File: src/rtl/ram_ctrl_pkg.sv
// rtl/ram_ctrl_pkg.sv - shared types and constants for the RAM fill/scan sequencer
//
// Purpose: FSM state type, default data/address widths and the dwell limit
//          used by ram_fill_scan and dwell_timer.
// Ports:   none (package).

package ram_ctrl_pkg;

    typedef enum logic {
        FILL = 1'b0,
        SCAN = 1'b1
    } state_t;

    localparam int DW_DEF    = 8;
    localparam int AW_DEF    = 3;
    localparam int DWELL_MAX = 255;

    // Counter width able to hold any legal dwell terminal count.
    localparam int DWELL_W   = $clog2(DWELL_MAX + 1);

endpackage

File: src/rtl/dwell_timer.sv
// rtl/dwell_timer.sv - modulo-DWELL dwell counter for the read scan
//
// Purpose: counts 0..DWELL-1 while enabled and flags the terminal count.
// Ports:
//   clk  in  : clock
//   rst  in  : asynchronous active-high reset
//   clr  in  : synchronous clear to 0 (wins over en)
//   en   in  : advance the count this cycle
//   tc   out : count is DWELL-1

module dwell_timer #(
    parameter int DWELL = 4
) (
    input  logic clk,
    input  logic rst,
    input  logic clr,
    input  logic en,
    output logic tc
);
    import ram_ctrl_pkg::*;

    // DWELL is expected in 2..DWELL_MAX.
    localparam logic [DWELL_W-1:0] TC_VAL = DWELL_W'(DWELL - 1);

    logic [DWELL_W-1:0] cnt_q;
    logic [DWELL_W-1:0] cnt_d;

    always_comb begin
        cnt_d = cnt_q;
        if (clr) begin
            cnt_d = '0;
        end else if (en) begin
            cnt_d = (cnt_q == TC_VAL) ? '0 : cnt_q + 1'b1;
        end
    end

    always_ff @(posedge clk or posedge rst) begin
        if (rst) begin
            cnt_q <= '0;
        end else begin
            cnt_q <= cnt_d;
        end
    end

    assign tc = (cnt_q == TC_VAL);

endmodule

File: src/rtl/ram_fill_scan.sv
// rtl/ram_fill_scan.sv - fills the 8x8 RAM from a byte stream then scans it cyclically
//
// Purpose: writes accepted bytes to consecutive RAM addresses; once every
//          location is written, steps the read address with a fixed dwell.
// Ports:
//   clk, rst           in  : clock, asynchronous active-high reset
//   in_valid/in_data   in  : upstream byte stream
//   in_ready           out : high in FILL
//   reload             in  : restart filling from address 0
//   we/inaddr/din      out : registered RAM write port
//   outaddr            out : registered RAM read address
//   rd_strobe          out : read data for outaddr valid this cycle
//   scan_wrap          out : outaddr just wrapped to 0
//   fill_done          out : high while scanning

module ram_fill_scan #(
    parameter int DW    = ram_ctrl_pkg::DW_DEF,
    parameter int AW    = ram_ctrl_pkg::AW_DEF,
    parameter int DWELL = 4
) (
    input  logic          clk,
    input  logic          rst,
    input  logic          in_valid,
    input  logic [DW-1:0] in_data,
    output logic          in_ready,
    input  logic          reload,
    output logic          we,
    output logic [AW-1:0] inaddr,
    output logic [DW-1:0] din,
    output logic [AW-1:0] outaddr,
    output logic          rd_strobe,
    output logic          scan_wrap,
    output logic          fill_done
);
    import ram_ctrl_pkg::*;

    localparam logic [AW-1:0] PTR_MAX = {AW{1'b1}};

    state_t        state_q,     state_d;
    logic [AW-1:0] wr_ptr_q,    wr_ptr_d;
    logic          we_q,        we_d;
    logic [AW-1:0] inaddr_q,    inaddr_d;
    logic [DW-1:0] din_q,       din_d;
    logic [AW-1:0] outaddr_q,   outaddr_d;
    logic          scan_wrap_q, scan_wrap_d;

    logic          dwell_clr;
    logic          dwell_en;
    logic          dwell_tc;

    // The counter sits at 0 throughout FILL so the first address gets a full dwell.
    assign dwell_clr = reload || (state_q == FILL);
    assign dwell_en  = (state_q == SCAN);

    dwell_timer #(
        .DWELL (DWELL)
    ) u_dwell_timer (
        .clk (clk),
        .rst (rst),
        .clr (dwell_clr),
        .en  (dwell_en),
        .tc  (dwell_tc)
    );

    always_comb begin
        state_d     = state_q;
        wr_ptr_d    = wr_ptr_q;
        we_d        = 1'b0;
        inaddr_d    = inaddr_q;
        din_d       = din_q;
        outaddr_d   = outaddr_q;
        scan_wrap_d = 1'b0;

        case (state_q)
            FILL: begin
                if (reload) begin
                    // A byte offered alongside reload is accepted but dropped.
                    wr_ptr_d = '0;
                end else if (in_valid) begin
                    we_d     = 1'b1;
                    inaddr_d = wr_ptr_q;
                    din_d    = in_data;
                    wr_ptr_d = wr_ptr_q + 1'b1;
                    if (wr_ptr_q == PTR_MAX) begin
                        state_d = SCAN;
                    end
                end
            end
            SCAN: begin
                if (reload) begin
                    state_d   = FILL;
                    wr_ptr_d  = '0;
                    outaddr_d = '0;
                end else if (dwell_tc) begin
                    outaddr_d = outaddr_q + 1'b1;
                    if (outaddr_q == PTR_MAX) begin
                        scan_wrap_d = 1'b1;
                    end
                end
            end
            default: begin
                state_d = FILL;
            end
        endcase
    end

    always_ff @(posedge clk or posedge rst) begin
        if (rst) begin
            state_q     <= FILL;
            wr_ptr_q    <= '0;
            we_q        <= 1'b0;
            inaddr_q    <= '0;
            din_q       <= '0;
            outaddr_q   <= '0;
            scan_wrap_q <= 1'b0;
        end else begin
            state_q     <= state_d;
            wr_ptr_q    <= wr_ptr_d;
            we_q        <= we_d;
            inaddr_q    <= inaddr_d;
            din_q       <= din_d;
            outaddr_q   <= outaddr_d;
            scan_wrap_q <= scan_wrap_d;
        end
    end

    assign in_ready  = (state_q == FILL);
    assign fill_done = (state_q == SCAN);
    assign we        = we_q;
    assign inaddr    = inaddr_q;
    assign din       = din_q;
    assign outaddr   = outaddr_q;
    assign scan_wrap = scan_wrap_q;

    // Data is not readable while the last write is still on its way into the RAM.
    assign rd_strobe = (state_q == SCAN) && dwell_tc && !we_q;

endmodule
File: config.mk
export PLATFORM = sky130hd
export DESIGN_NAME = ram_fill_scan
export DESIGN_NICKNAME = d
export VERILOG_FILES = /design/src/rtl/ram_ctrl_pkg.sv /design/src/rtl/dwell_timer.sv /design/src/rtl/ram_fill_scan.sv
export SDC_FILE = /design/constraint.sdc
export NUM_CORES = 1
export LEC_CHECK = 0
export ABC_AREA = 1
export CORE_ASPECT_RATIO = 0.9
export CORE_MARGIN = 5
export CORE_UTILIZATION = 48
export DETAILED_ROUTE_END_ITERATION = 6
export PLACE_DENSITY = 0.86
export SLEW_MARGIN = 0
export SYNTH_ARGS = -nofsm -noshare
export SYNTH_HDL_FRONTEND = slang
export SYNTH_SLANG_ARGS = --single-unit
export TNS_END_PERCENT = 10
File: constraint.sdc
create_clock -name clk -period 1.6 [get_ports clk]
set_input_delay 0.32 -clock clk [delete_from_list [all_inputs] [get_ports clk]]
set_output_delay 0.32 -clock clk [all_outputs]
set_load 0.005 [all_outputs]
==> results.cfg, run 1 <==
[power]
power_mw = 1.29
vdd_ir_drop_max_v = 0.000811
p_leak_nw = 0.947
p_per_area_nw_per_um2 = 748

[die]
io_pins = 31
dieArea_um2 = 3740
row_count = 17
die_w_um = 63.9
coreArea_um2 = 2490
start_util_pct = 50.5
die_h_um = 58.5

[timing]
max_freq_mhz = 599
fin_ws_ps = -69.1
clock_skew_ps = 6.12
worst_slew_pin_slew_ps = 353
setup_viol = 1
period_share_pct = 104
rsz0062_at_grt = true
slew_violations = 0
final.min_clock_period_ps = 1670
hold_viol = 0
max-slew-margin-rel_pct = 76.5

[setup_path]
cp-start-kind = register
arrival_ps = 1350
critPathCaptureType = primary output
crit_fanout = 2
worstSetupPathType = register to primary output
required_ps = 1280

[synth]
syn_nets = 157
yosys.cell_count.top_type = nand2_1
synth_flop_cell = dfrtp_1
ys_seq_area_share_pct = 55.8
synthDistinctLibCells = 19
synth_edf_count = 0
synthTopCellsByArea = dfrtp_1, nand2_1, ha_1
synth_commonest_cells = nand2_1, dfrtp_1, inv_1, nor2_1
ys_warn_count = 0
async_reset_ff_share_pct = 100
syn_area_um2 = 1260
synth_largest_area_cell = dfrtp_1
ys_ff_latch = 28
netlist_instances = 140
netlist.area_leader.share_pct = 55.8
syn_area_per_cell_um2 = 8.97

[detailed_routing]
dr.pass1.iters = 4
drt-total-wl_um = 2950
num_vias = 1074
drt-initial-drc-count = 43
wl_per_cell_um = 13.8
antenna_left = 0
drc = 0
via_per_inst = 5.02

[hold_path]
hold_path.class = input pin to async pin

[clock_network]
clock-sinks = 28
clk_latency_ps = 330
ctsHtreeMaxLevel = 1
cts_buffers = 3
cts_tree = built
clk_pin_slew_ps = 150
cts_hold_buf = 0
cts.path.max_buffers = 2
cts_root_buffer = clkbuf_4

[job]
cap_violations = 0

[placement]
preCtsSetupSlack_ps = -127
gp_congestion = 0.782
dpl.hpwl_um = 2040
portBuffers = 30

[global_route]
grt.met3_usage_pct = 5.92
grt_util_met2_pct = 27.7
grt_pass1_vias = 1062
top_usage_layer = met2
grt_overflow = 0
antenna_found_initial = 0
grt_max_degree = 29
grt.met1_usage_pct = 17.9
grt_util_all_layers_pct = 15.6
grt_pass1_wl_um = 4610

[cells_and_area]
post-route-util_pct = 69.2
fin_nets = 204
syn2layout_area_growth_pct = 37.2
num_antenna_cells = 0
drive_above_1_share_pct = 17.7

[status]
violations = setup timing
status = finished with violations
==> cell type report <==
cell class              instances  area, µm²
well taps                      28       35.0
fillers                       206        766
clock buffers                   4       36.3
flip-flops and latches         28        701
repair buffers                 45        417
multi-input cells              93        474
inverters                      16       60.1
==> cells by family after synthesis <==
logic type      count (synthesis)  synth area share (%)
simple gates                   78                  26.7
flops                          28                  55.8
buf+inv                        19                  7.47
compound gates                  7                  2.99
fa+ha+maj                       5                  4.98
xor+xnor                        3                  2.09
==> sequential cells by signal, summed over array words and instances (netlist names) <==
name and count:
din 8, inaddr 3, u_dwell_timer.cnt_q 8, scan_wrap 1
fill_done 1, we 1, outaddr 3, wr_ptr_q 3
==> metal layers <==
layer | vias to the layer above | part of all wire [%]
li1 | 522 | -
met1 | 507 | 39
met2 | 39 | 54
met3 | 6 | 6.8
met4 | 0 | 0.95
met5 | - | 0
==> timing repair <==
action                                 CTS  global route
gates resized for setup                  9             7
endpoints found under the hold margin    0             0
buffers inserted                         3             1
pin swaps                                2             0
setup endpoints to repair                3             6
==> final timing paths <==
check / start / slack (ps) / to / cells past startpoint
setup / recovery: u_dwell_timer.cnt_q[0] / -70 / rd_strobe / 6
hold / removal: rst / 340 / u_dwell_timer.cnt_q[3] / 3
setup reg to reg: u_dwell_timer.cnt_q[0] / 210 / u_dwell_timer.cnt_q[6] / 8
hold reg to reg: din[7] / 500 / din[7] / 2
max in group asynchronous: rst / 990 / din[6] / 3
min in group clk: din[7] / 500 / din[7] / 2
==> cell usage in the layout, fill, tap and decap left out, drive strengths merged <==
master         synthesis  layout
a21oi                  1       1
buf                    3      16
clkbuf                 0       4
clkdlybuf4s50          0      21
dfrtp                 28      28
dlygate4sd2            0       3
dlymetal6s2s           0       5
ha                     5       5
inv                   16      16
nand2                 57      57
nand3                  4       4
nor2                  11      11
nor3                   4       4
nor3b                  2       2
o21a                   1       1
o21ai                  5       5
xnor2                  1       1
xor2                   2       2
==> worst max-delay path: stages, from the launching register on <==
cell and delay, ps:
dfrtp_1 390, ha_2 190, nand2_2 60, nor2_2 80
nand2_2 70, nor3_2 100, buf_2 130
==> power breakdown <==
group | internal [mW] | switching (mW)
registers | 0.746 | 0.0228
logic | 0.102 | 0.0721
clock network | 0.139 | 0.205
==> metrics by stage <==
stage | area (µm²) | TNS (ps) | instances | hold WS (ps)
after global placement | 1640 | -79.7 | 206 | 462
final | 1720 | -69.1 | 214 | 341
after CTS | 1700 | -67.2 | 213 | 350
after detailed placement | 1640 | -127 | 206 | 468
after global routing | 1720 | -162 | 214 | 385
after floorplan | 1260 | 0 | 140 | 385
Note: power is estimated with default switching activity, not from simulation.
==> run 2: changes to the inputs <==
--- a/config.mk
+++ b/config.mk
@@ -11,7 +11,8 @@
 export CORE_UTILIZATION = 48
 export DETAILED_ROUTE_END_ITERATION = 6
 export PLACE_DENSITY = 0.86
-export SLEW_MARGIN = 0
+export SETUP_SLACK_MARGIN = 0.05
+export SLEW_MARGIN = 15
 export SYNTH_ARGS = -nofsm -noshare
 export SYNTH_HDL_FRONTEND = slang
 export SYNTH_SLANG_ARGS = --single-unit
==> results.cfg, run 2 (synthesized netlist as in run 1, its figures left out) <==
[status]
status = finished with violations
violations = setup timing

[timing]
period_share_pct = 104
max-slew-margin-rel_pct = 76.4
fin_setup_tns_ps = -71.0
worst_slew_pin_slew_ps = 354
clock_skew_ps = 8.48
rsz0062_at_grt = true
setup_viol = 1
max_freq_mhz = 598
hold_viol = 0
fin_ws_ps = -71.0
final.min_clock_period_ps = 1670
slew_violations = 0

[clock_network]
clk_latency_ps = 330
clock-sinks = 28
clk_pin_slew_ps = 150
cts_hold_buf = 0
cts_tree = built
cts_root_buffer = clkbuf_4
ctsHtreeMaxLevel = 1
cts.path.max_buffers = 2
cts_buffers = 3

[power]
switchingPower_uw = 297
combPwrFrac_pct = 12.7
power_mw = 1.27
p_int_uw = 975
vdd_ir_drop_max_v = 0.000797
p_sw_share_pct = 23.3
sequentialPowerShare_pct = 60.4
p_leak_nw = 0.968
clock_power_share_pct = 26.9
p_per_area_nw_per_um2 = 741

[cells_and_area]
mostFrequentLayoutCell = nand2_1
fin_nets = 204
num_antenna_cells = 0
stdcell_count = 214
drive_above_1_share_pct = 17.7
syn2layout_area_growth_pct = 36.6
post-route-util_pct = 68.9
final_cell_mix = nand2_1, dfrtp_1, buf_4

[die]
dieArea_um2 = 3740
die_h_um = 58.5
coreArea_um2 = 2490
start_util_pct = 50.5
row_count = 17
io_pins = 31
die_w_um = 63.9

[placement]
dpl.hpwl_um = 2040
gp_congestion = 0.782
dpl.cell_count = 206
portBuffers = 30

[detailed_routing]
drt-total-wl_um = 2950
drc = 0
wl_per_cell_um = 13.8
antenna_left = 0
dr.pass1.iters = 4
num_vias = 1075
drt-initial-drc-count = 36
via_per_inst = 5.02

[setup_path]
worstSetupPathType = register to primary output
critPathCaptureType = primary output
cp-start-kind = register
arrival_ps = 1350
required_ps = 1280
crit_fanout = 2

[global_route]
grt_pass1_wl_um = 4620
antenna_found_initial = 0
grt_overflow = 0
grt_pass1_vias = 1070
grt_max_degree = 29
grt_util_all_layers_pct = 15.7

[hold_path]
hold_path.class = input pin to async pin

[job]
cap_violations = 0
[run 2: power groups by stage]
stage	sequential (mW)	combinational (mW)	clock, mW
6_report	0.768	0.161	0.342
5_1_grt	0.773	0.183	0.375
4_1_cts	0.769	0.172	0.353
3_5_place_dp	0.782	0.181	0
3_3_place_gp	0.781	0.175	0
2_1_floorplan	0.783	0.0636	0
[run 2: path summary, 6_finish.rpt]
| kind | from | to | slack (ps) | cells after the start |
|---|---|---|---|---|
| hold reg to reg | din[7] | din[7] | 490 | 2 |
| hold / removal | rst | u_dwell_timer.cnt_q[3] | 340 | 3 |
| setup reg to reg | u_dwell_timer.cnt_q[0] | u_dwell_timer.cnt_q[6] | 210 | 8 |
| setup / recovery | u_dwell_timer.cnt_q[0] | rd_strobe | -70 | 6 |
| min in group clk | din[7] | din[7] | 490 | 2 |
| max in group asynchronous | rst | din[6] | 990 | 3 |
[run 2: final cells by class]
type / count / area [µm²]
clock buffer: 4 / 36.3
fill: 203 / 773
sequential: 28 / 701
inverter: 16 / 60.1
multi-input combinational: 93 / 474
timing repair buffer: 45 / 409
tap: 28 / 35.0
[run 2: metrics by stage]
| step | area [µm²] | setup WS, ps | hold WS (ps) |
|---|---|---|---|
| after CTS | 1690 | -67.2 | 350 |
| after global routing | 1720 | -162 | 385 |
| after floorplan | 1260 | 301 | 385 |
| final | 1720 | -71.0 | 342 |
| after detailed placement | 1640 | -127 | 468 |
| after global placement | 1640 | -79.7 | 462 |
[run 2: per-layer routing]
metal  vias up  global-route usage, %  wire [µm]
met5         -                      0          0
met4         0                   3.56         28
met3         6                   6.30        210
met2        39                   27.7       1570
met1       507                   17.8       1150
li1        523                      -          -
[run 2: worst max-delay path, stage by stage, from the launching register on]
cell     delay [ps]
dfrtp_1         390
ha_2            190
nand2_2          60
nor2_2           80
nand2_2          70
nor3_2          100
buf_2           130
[run 2: timing repair]
action / CTS / global route
endpoints found under the setup margin: 12 / 7
gates resized for setup: 17 / 8
hold endpoints to repair: 0 / 0
buffers inserted: 3 / 1
pin swaps: 2 / 0
==> run 3: changes to the inputs <==
--- a/config.mk
+++ b/config.mk
@@ -10,6 +10,7 @@
 export CORE_MARGIN = 5
 export CORE_UTILIZATION = 48
 export DETAILED_ROUTE_END_ITERATION = 6
+export GPL_ROUTABILITY_DRIVEN = 0
 export PLACE_DENSITY = 0.86
 export SETUP_SLACK_MARGIN = 0.05
 export SLEW_MARGIN = 15
==> results of run 3 <==
The final DEF is identical to that of run 2; final timing and power are the same.
